`src/rtl/store_data_align_pkg.sv`:
```
// Shared store-path definitions: store-type codes (funct3), FSM states and
// the store-type to byte-mask mapping.
package store_data_align_pkg;

  localparam logic [2:0] ST_SB = 3'b000;
  localparam logic [2:0] ST_SH = 3'b001;
  localparam logic [2:0] ST_SW = 3'b010;

  typedef enum logic {
    IDLE  = 1'b0,
    SPLIT = 1'b1
  } state_e;

  // An all-zero mask marks an illegal store type.
  function automatic logic [3:0] store_mask(input logic [2:0] st_type);
    logic [3:0] mask;
    case (st_type)
      ST_SB:   mask = 4'b0001;
      ST_SH:   mask = 4'b0011;
      ST_SW:   mask = 4'b1111;
      default: mask = 4'b0000;
    endcase
    return mask;
  endfunction

endpackage

```
`src/rtl/store_data_align_lane_gen.sv`:
```
// Combinational lane generator: maps store type, byte offset and raw data to
// the 8-lane enable window, both beats' lane-shifted data and the crossing flag.
module store_lane_gen
  import store_data_align_pkg::*;
(
  input  logic [2:0]  st_type,
  input  logic [1:0]  off,
  input  logic [31:0] st_wdata,
  output logic [7:0]  ext,
  output logic [31:0] beat0_data,
  output logic [31:0] beat1_data,
  output logic        crossing,
  output logic        illegal
);

  logic [3:0]  mask_s;
  logic [63:0] wide_s;

  // Shift across a 64-bit window so the upper word is exactly the beat-1 data.
  always_comb begin
    mask_s     = store_mask(st_type);
    illegal    = (mask_s == 4'b0000);
    ext        = {4'b0000, mask_s} << off;
    wide_s     = {32'h0000_0000, st_wdata} << {off, 3'b000};
    beat0_data = wide_s[31:0];
    beat1_data = wide_s[63:32];
    crossing   = (ext[7:4] != 4'b0000);
  end

endmodule

```
`src/rtl/store_data_align.sv`:
```
// Store data aligner: turns a byte-addressed store into word-aligned RAM
// writes, splitting word-crossing stores into two registered beats.
module store_data_align
  import store_data_align_pkg::*;
#(
  parameter int ADDR_W   = 32,
  parameter bit SPLIT_EN = 1'b1
) (
  input  logic              clk,
  input  logic              rst,
  input  logic              st_valid,
  input  logic [2:0]        st_type,
  input  logic [ADDR_W-1:0] st_addr,
  input  logic [31:0]       st_wdata,
  output logic              st_stall,
  output logic [3:0]        mem_we,
  output logic [ADDR_W-1:0] mem_addr,
  output logic [31:0]       mem_wdata,
  output logic              st_misalign,
  output logic              st_err
);

  logic [7:0]        ext_s;
  logic [31:0]       beat0_data_s;
  logic [31:0]       beat1_data_s;
  logic              crossing_s;
  logic              illegal_s;
  logic              accept_s;
  logic [ADDR_W-1:0] word_addr_s;

  state_e            state_q,     state_d;
  logic [3:0]        mem_we_q,    mem_we_d;
  logic [ADDR_W-1:0] mem_addr_q,  mem_addr_d;
  logic [31:0]       mem_wdata_q, mem_wdata_d;
  logic              misalign_q,  misalign_d;
  logic              err_q,       err_d;
  logic [3:0]        b1_we_q,     b1_we_d;
  logic [ADDR_W-1:0] b1_addr_q,   b1_addr_d;
  logic [31:0]       b1_data_q,   b1_data_d;

  store_lane_gen u_lane_gen (
    .st_type    (st_type),
    .off        (st_addr[1:0]),
    .st_wdata   (st_wdata),
    .ext        (ext_s),
    .beat0_data (beat0_data_s),
    .beat1_data (beat1_data_s),
    .crossing   (crossing_s),
    .illegal    (illegal_s)
  );

  assign st_stall    = (state_q == SPLIT);
  assign accept_s    = st_valid && !st_stall;
  assign word_addr_s = {st_addr[ADDR_W-1:2], 2'b00};

  // Next-state and next-output selection; beat 1 is latched at acceptance.
  always_comb begin
    state_d     = state_q;
    mem_we_d    = 4'b0000;
    mem_addr_d  = mem_addr_q;
    mem_wdata_d = mem_wdata_q;
    misalign_d  = 1'b0;
    err_d       = 1'b0;
    b1_we_d     = b1_we_q;
    b1_addr_d   = b1_addr_q;
    b1_data_d   = b1_data_q;
    case (state_q)
      IDLE: begin
        if (accept_s && illegal_s) begin
          err_d = 1'b1;
        end else if (accept_s) begin
          mem_addr_d  = word_addr_s;
          mem_wdata_d = beat0_data_s;
          if (crossing_s && SPLIT_EN) begin
            mem_we_d  = ext_s[3:0];
            state_d   = SPLIT;
            b1_we_d   = ext_s[7:4];
            b1_addr_d = word_addr_s + ADDR_W'(4);
            b1_data_d = beat1_data_s;
          end else if (crossing_s) begin
            misalign_d = 1'b1;
          end else begin
            mem_we_d = ext_s[3:0];
          end
        end else begin
          mem_we_d = 4'b0000;
        end
      end
      SPLIT: begin
        mem_we_d    = b1_we_q;
        mem_addr_d  = b1_addr_q;
        mem_wdata_d = b1_data_q;
        state_d     = IDLE;
      end
      default: begin
        state_d = IDLE;
      end
    endcase
  end

  // State and output registers with synchronous reset.
  always_ff @(posedge clk) begin
    if (rst) begin
      state_q     <= IDLE;
      mem_we_q    <= 4'b0000;
      mem_addr_q  <= '0;
      mem_wdata_q <= 32'h0000_0000;
      misalign_q  <= 1'b0;
      err_q       <= 1'b0;
      b1_we_q     <= 4'b0000;
      b1_addr_q   <= '0;
      b1_data_q   <= 32'h0000_0000;
    end else begin
      state_q     <= state_d;
      mem_we_q    <= mem_we_d;
      mem_addr_q  <= mem_addr_d;
      mem_wdata_q <= mem_wdata_d;
      misalign_q  <= misalign_d;
      err_q       <= err_d;
      b1_we_q     <= b1_we_d;
      b1_addr_q   <= b1_addr_d;
      b1_data_q   <= b1_data_d;
    end
  end

  assign mem_we      = mem_we_q;
  assign mem_addr    = mem_addr_q;
  assign mem_wdata   = mem_wdata_q;
  assign st_misalign = misalign_q;
  assign st_err      = err_q;

endmodule

```
`config.mk`:
```
export PLATFORM = sky130hd
export DESIGN_NAME = store_data_align
export DESIGN_NICKNAME = d
export VERILOG_FILES = /design/src/rtl/store_data_align_pkg.sv /design/src/rtl/store_data_align_lane_gen.sv /design/src/rtl/store_data_align.sv
export SDC_FILE = /design/constraint.sdc
export NUM_CORES = 1
export LEC_CHECK = 0
export CAP_MARGIN = 25
export CELL_PAD_IN_SITES_DETAIL_PLACEMENT = 1
export CELL_PAD_IN_SITES_GLOBAL_PLACEMENT = 2
export CORE_ASPECT_RATIO = 1.5
export CORE_MARGIN = 2
export CORE_UTILIZATION = 26
export DETAILED_ROUTE_END_ITERATION = 16
export PLACE_DENSITY_LB_ADDON = 0.1
export SETUP_SLACK_MARGIN = 0.5
export SYNTH_ARGS = -nofsm -noshare
export SYNTH_HDL_FRONTEND = slang
export SYNTH_SLANG_ARGS = --single-unit
```
`constraint.sdc`:
```
create_clock -name clk -period 1.6 [get_ports clk]
set_input_delay 0.32 -clock clk [delete_from_list [all_inputs] [get_ports clk]]
set_output_delay 0.32 -clock clk [all_outputs]
set_load 0.01 [all_outputs]
```
Word-level counts from Yosys, hierarchy flattened
Index checks and enable logic that the tools add are counted.
W data, S select, Z words.
Operators by class
  reductions and logical operators: 9
  add/sub/neg operators: 1
  equal/unequal tests: 4
  shift operators: 2
  mux-type cells: 15
  bitwise operators: 2
Operators with widths (count)
  $mux W32: 4
  $pmux W32 S2: 2
  $shl A32 B5 Y64: 1
  $add A32 B3 Y32 const B: 1
  $pmux W4 S3: 1
  $mux W4: 2
  $pmux W4 S2: 1
  $shl A4 B2 Y8: 1
  $logic_not A4 Y1: 1
  $mux W1: 4
  $ne A2 B2 Y1 const B: 2
  $reduce_and A4 Y1: 1
  $reduce_bool A4 Y1: 1
  $eq A3 B1 Y1 const B: 1
  $eq A3 B2 Y1 const B: 1
  $logic_not A3 Y1: 1
  $logic_and A1 B1 Y1: 2
  $not A1 Y1: 2
  $pmux W1 S2: 1
  $reduce_and A2 Y1: 1
  $reduce_or A2 Y1: 1
  $logic_not A1 Y1: 1
Storage, ports and cells
  output and inout bits: 71
  word-level logic and storage cells: 41
  bits of input ports: 70
  register bits: 138

Depth between registers and ports, before layout
  depth after elaboration: 8
  gate-level depth with buffers: 8
  mapped depth without buffers: 6

By module
A second synthesis with hierarchy kept.
Second synthesis, totals
  cells, all modules: 775
  area, all modules: 6686.4 sq um
Modules (own cells, without submodules)
  store_data_align: times used 1, cells an instance 654, area an instance 5763.0 sq um, seq. area each 2682.6 sq um
  store_lane_gen: times used 1, cells an instance 121, area an instance 923.4 sq um, seq. area each 0.0 sq um

Worst setup path after synthesis
OpenSTA, ideal clock, no wires.
  path kind: in2reg
  start point: input st_type[1]
  end point: register b1_data_q[0]
  stages on the path: 7
  slack: -0.114 ns
  setup time: 0.139 ns
  path buffers: 3
  arrival: 1.576 ns
  data required time: 1.461 ns
  cells stage by stage: nand3b_1 o211ai_1 nor3b_1 clkbuf_1 buf_2 buf_2 a211oi_1
On the way
  cells in the longest elaborated chain, start to end: 6
  elaborated cells on any way between the ends: 10
  classes of those cells: eq/ne: 2; shift: 1; mux: 1; bitwise: 1; reduce/logical: 5
RTL lines
  start, declared: RTL line store_data_align.sv:12  | input logic [2:0] st_type,
  $eq A3 B2 Y1, or another cell as far along: RTL line store_data_align_pkg.sv:17  | case (st_type)
  $pmux W4 S3 (*): RTL line store_data_align_pkg.sv:17
  branches (longest 3 deep; another with $shl A4 B2 Y8)
  $reduce_and A4 Y1 (no source line) (*)
  end signal, assigned: RTL line store_data_align.sv:122  | b1_data_q <= b1_data_d;
  end, declared: RTL line store_data_align.sv:39  | logic [31:0] b1_data_q, b1_data_d;
Every way passes the cells marked *.
A chain may end at the register's enable or synchronous reset.

Final worst setup path
  start point: input st_type[1]
  end point: register b1_addr_q[22]
On the way
  cells in the longest elaborated chain, start to end: 6
  elaborated cells on any way between the ends: 10
  classes of those cells: eq/ne: 2; shift: 1; mux: 1; bitwise: 1; reduce/logical: 5
RTL lines
  $eq A3 B2 Y1, or another cell as far along: RTL line store_data_align_pkg.sv:17
  $pmux W4 S3 (*): RTL line store_data_align_pkg.sv:17
  branches (longest 3 deep; another with $shl A4 B2 Y8)
  $reduce_and A4 Y1 (no source line) (*)
  end signal, assigned: RTL line store_data_align.sv:121  | b1_addr_q <= b1_addr_d;
  end, declared: RTL line store_data_align.sv:38  | logic [ADDR_W-1:0] b1_addr_q, b1_addr_d;
Marks and branches as above.

==> results.md <==
## Setup path
- input pin — launching element type of the critical path
- flop — capturing element type of the critical path
- 1.82 ns — WP data arrival
- 1.88 ns — Worst Path Required
- 7 — maximum fanout encountered on the critical timing path
- in2reg — Crit Path Class

## Place
- 0.00875 sq mm — instance area at placement
- 137 — number of port buffers
- 0.828 — Routability Congestion
- 17.1 mm — post-DP HPWL

## Logic synthesis
- 0.206% — share of synthesized cell area in full adder, half adder and majority cells
- 125 — total of flip-flops plus latches after synthesis
- 768 — Gate Count Post-Synth
- simple AND/OR/NAND/NOR gates — dominant combinational cell family by area after synthesis
- 4.25% — multiplexer share of the synthesized area
- dfxtp_1 — predominant post-synthesis flop cell
- 47 — count of different cell masters after synthesis
- 0 — number of enable flip-flop cells after synthesis
- 25.5% — Simple-Gate Fraction of Synth Area
- 20.1% — synthesized-area fraction occupied by ao, oa, aoi and oai cells
- 7.93 sq um — mean instance size in the synthesized netlist
- 41.1% — sequential element share of the synthesized area
- 0 — Synth warnings
- 0% — share of synthesized registers carrying an async set or reset
- 0.00609 sq mm — summed instance area of the synthesized netlist
- 3.88% — share of the synthesized netlist area taken by xor and xnor gates

## Clock network
- 0.06 ns — clock input transition at the sequential cells of the worst setup and hold paths
- clkbuf_16 — library cell used as clock root buffer
- 0.43 ns — Skew-Pair Late Insertion Delay
- yes — TritonCTS clock tree
- 125 — total clock sinks
- 4 — depth of the CTS H-tree
- 17 — total clock buffers created by CTS
- 2 — number of buffers between clock root and the deepest sink
- 0 — hold buffers post-CTS

## STA
- 63.6% — relative slew slack
- 0.546 ns — Worst Max-Slew Pin Slew
- 0.265 ns — hold_ws
- 0.00683 ns — clock skew after layout
- true — setup repair after global routing missed its margin
- 0 — number of slew-limit violations in the final report
- 0 — number of endpoints failing setup at the final stage
- 1.54 ns — final period demand of the worst path
- 650 MHz — Achievable Freq
- 0 — final-report hold violation count
- 96.1% — crit share post-route
- 0 ns — sum of negative setup slack

## Floorplanning
- 0.0230 sq mm — Core ar.
- 26.5% — Initial Util
- 129 um — die boundary width
- 191 um — die height
- 0.0247 sq mm — area enclosed by the die boundary
- 68 — number of standard-cell rows in the floorplan
- 141 — top-level I/O count

## Routing
- 4 — number of optimization iterations in the first detailed-route pass
- 20.8 um — WL/cell
- 6834 — vias after detailed routing
- 267 — drt first-iter violations
- 28.0 mm — total length of routed wires
- 5.07 — average via count per standard cell
- 0 — DR DRC count
- 0 — final antenna-violating net count

## GRT
- 59 — maximum number of pins on one net before global-route repair
- met2 — most used routing layer
- 4.20% — M3 GR Usage
- 0 — Congestion Overflow GR
- 0 — number of antenna violations at the first check in global routing
- 41.6 mm — global-route wire length before repair
- 24.0% — met1 track demand over resource
- 41.1% — GR Layer Usage met2
- 7420 — via count of the first global-routing pass
- 22.2% — global router's overall resource usage

## Pwr
- 830 mW/mm^2 — power density relative to cell area
- 0.695 mV — worst vdd rail ir drop
- 9.36 mW — total power after layout
- 4.51 nW — cell leakage power

## Hold path
- in2reg — Worst Hold Class

## Layout
- 49.8% — fraction of final layout cells sized beyond drive strength 1
- 0.0113 sq mm — Layout Cell Area excl Fill
- nand2_1 (174), buf_4 (129), buf_6 (110) — most frequent cells in the layout
- nand2_1 — most common cell after layout, fill and taps aside
- 1126 — Net count, final
- 85.3% — Area Growth Syn to Fin
- 0 — Ant. Diodes

## Run status
- complete, no violations — result of the run

## Run
- 0 — Max-cap violations

registers in the layout (all words and copies together), names as in the netlist:
signal and flops:
b1_addr_q 30, b1_data_q 24, b1_we_q 3, mem_addr 30, mem_wdata 32, mem_we 4, st_err 1, st_stall 1
per-layer routing:
layer / vias up / wire (um) / part of all wire, %
met4: 0 / 800 / 2.9
met3: 35 / 1010 / 3.6
li1: 3247 / - / -
met5: - / 0 / 0
met1: 3385 / 10800 / 39
met2: 167 / 15300 / 55
power breakdown:
group	internal (mW)	switching, mW	leakage, nW	total (mW)
combinational	0.945	0.827	3.15	1.77
clock	2.80	1.46	0.313	4.26
sequential	3.24	0.0875	1.05	3.33
total	6.99	2.37	4.51	9.36
critical path, stage by stage:
cell and delay (ns):
buf_8 0.10, nand3b_1 0.17, o211ai_1 0.31, nor3b_4 0.31, buf_6 0.18, buf_12 0.12, buf_16 0.14, buf_6 0.10
a211oi_2 0.06
synth_stat cells, types with 8 or more instances:
library cell	instances	share of area, %
xor2_1	13	1.9
a21o_1	30	3.7
nor3_1	19	1.6
mux2i_1	9	1.5
dfxtp_1	125	41
nand2_1	180	11
a21oi_1	70	5.8
clkbuf_1	45	2.8
nand3b_1	12	1.5
a211oi_1	36	4.4
nand3_1	26	2.1
mux2_2	15	2.8
nor2_1	57	3.5
buf_2	8	0.66
a31oi_1	8	0.82
buf_1	12	0.74
o211ai_1	9	1.1
xnor2_1	14	2.0
nor2b_1	9	0.92
per-stage QoR:
| step | instances | setup WS, ns | utilization [%] |
|---|---|---|---|
| after detailed placement | 1222 | -0.784 | 38.1 |
| after CTS | 1308 | 0.172 | 45.5 |
| after global routing | 1347 | -0.00571 | 49.1 |
| after global placement | 1222 | -0.680 | 38.1 |
| final | 1347 | 0.0618 | 49.1 |
| after floorplan | 770 | -0.0734 | - |
final timing paths:
| check | start | endpoint | slack (ns) | cells past startpoint |
|---|---|---|---|---|
| max reg2reg | st_stall | b1_addr_q[22] | 0.20 | 6 |
| min | rst | st_err | 0.27 | 3 |
| max | st_type[1] | b1_addr_q[22] | 0.06 | 9 |
| min reg2reg | b1_data_q[21] | mem_wdata[21] | 0.46 | 2 |
cell type report:
| type | instances | area [sq um] |
|---|---|---|
| Tap cell | 280 | 350 |
| Sequential cell | 125 | 2600 |
| Multi-Input combinational cell | 574 | 4030 |
| Clock buffer | 25 | 505 |
| Clock inverter | 6 | 130 |
| Timing Repair Buffer | 335 | 3660 |
| Fill cell | 2577 | 11700 |
| Inverter | 2 | 7.51 |
cells by family (layout without fill, tap and decap cells):
group	Yosys count	in the layout
fa+ha+maj	1	1
compound gates	181	181
other cells	1	3
flops	125	125
simple gates	338	338
xor+xnor	27	27
mux	24	24
buf+inv	71	368
repair_timing:
| item | in CTS | in global routing |
|---|---|---|
| pin swaps | 53 | 50 |
| setup buffers | 41 | 36 |
| resized for setup | 478 | 202 |
| gates cloned | 14 | 3 |
| endpoints found under the setup margin | 193 | 193 |
No activity file was read; power rests on OpenSTA's default activity.
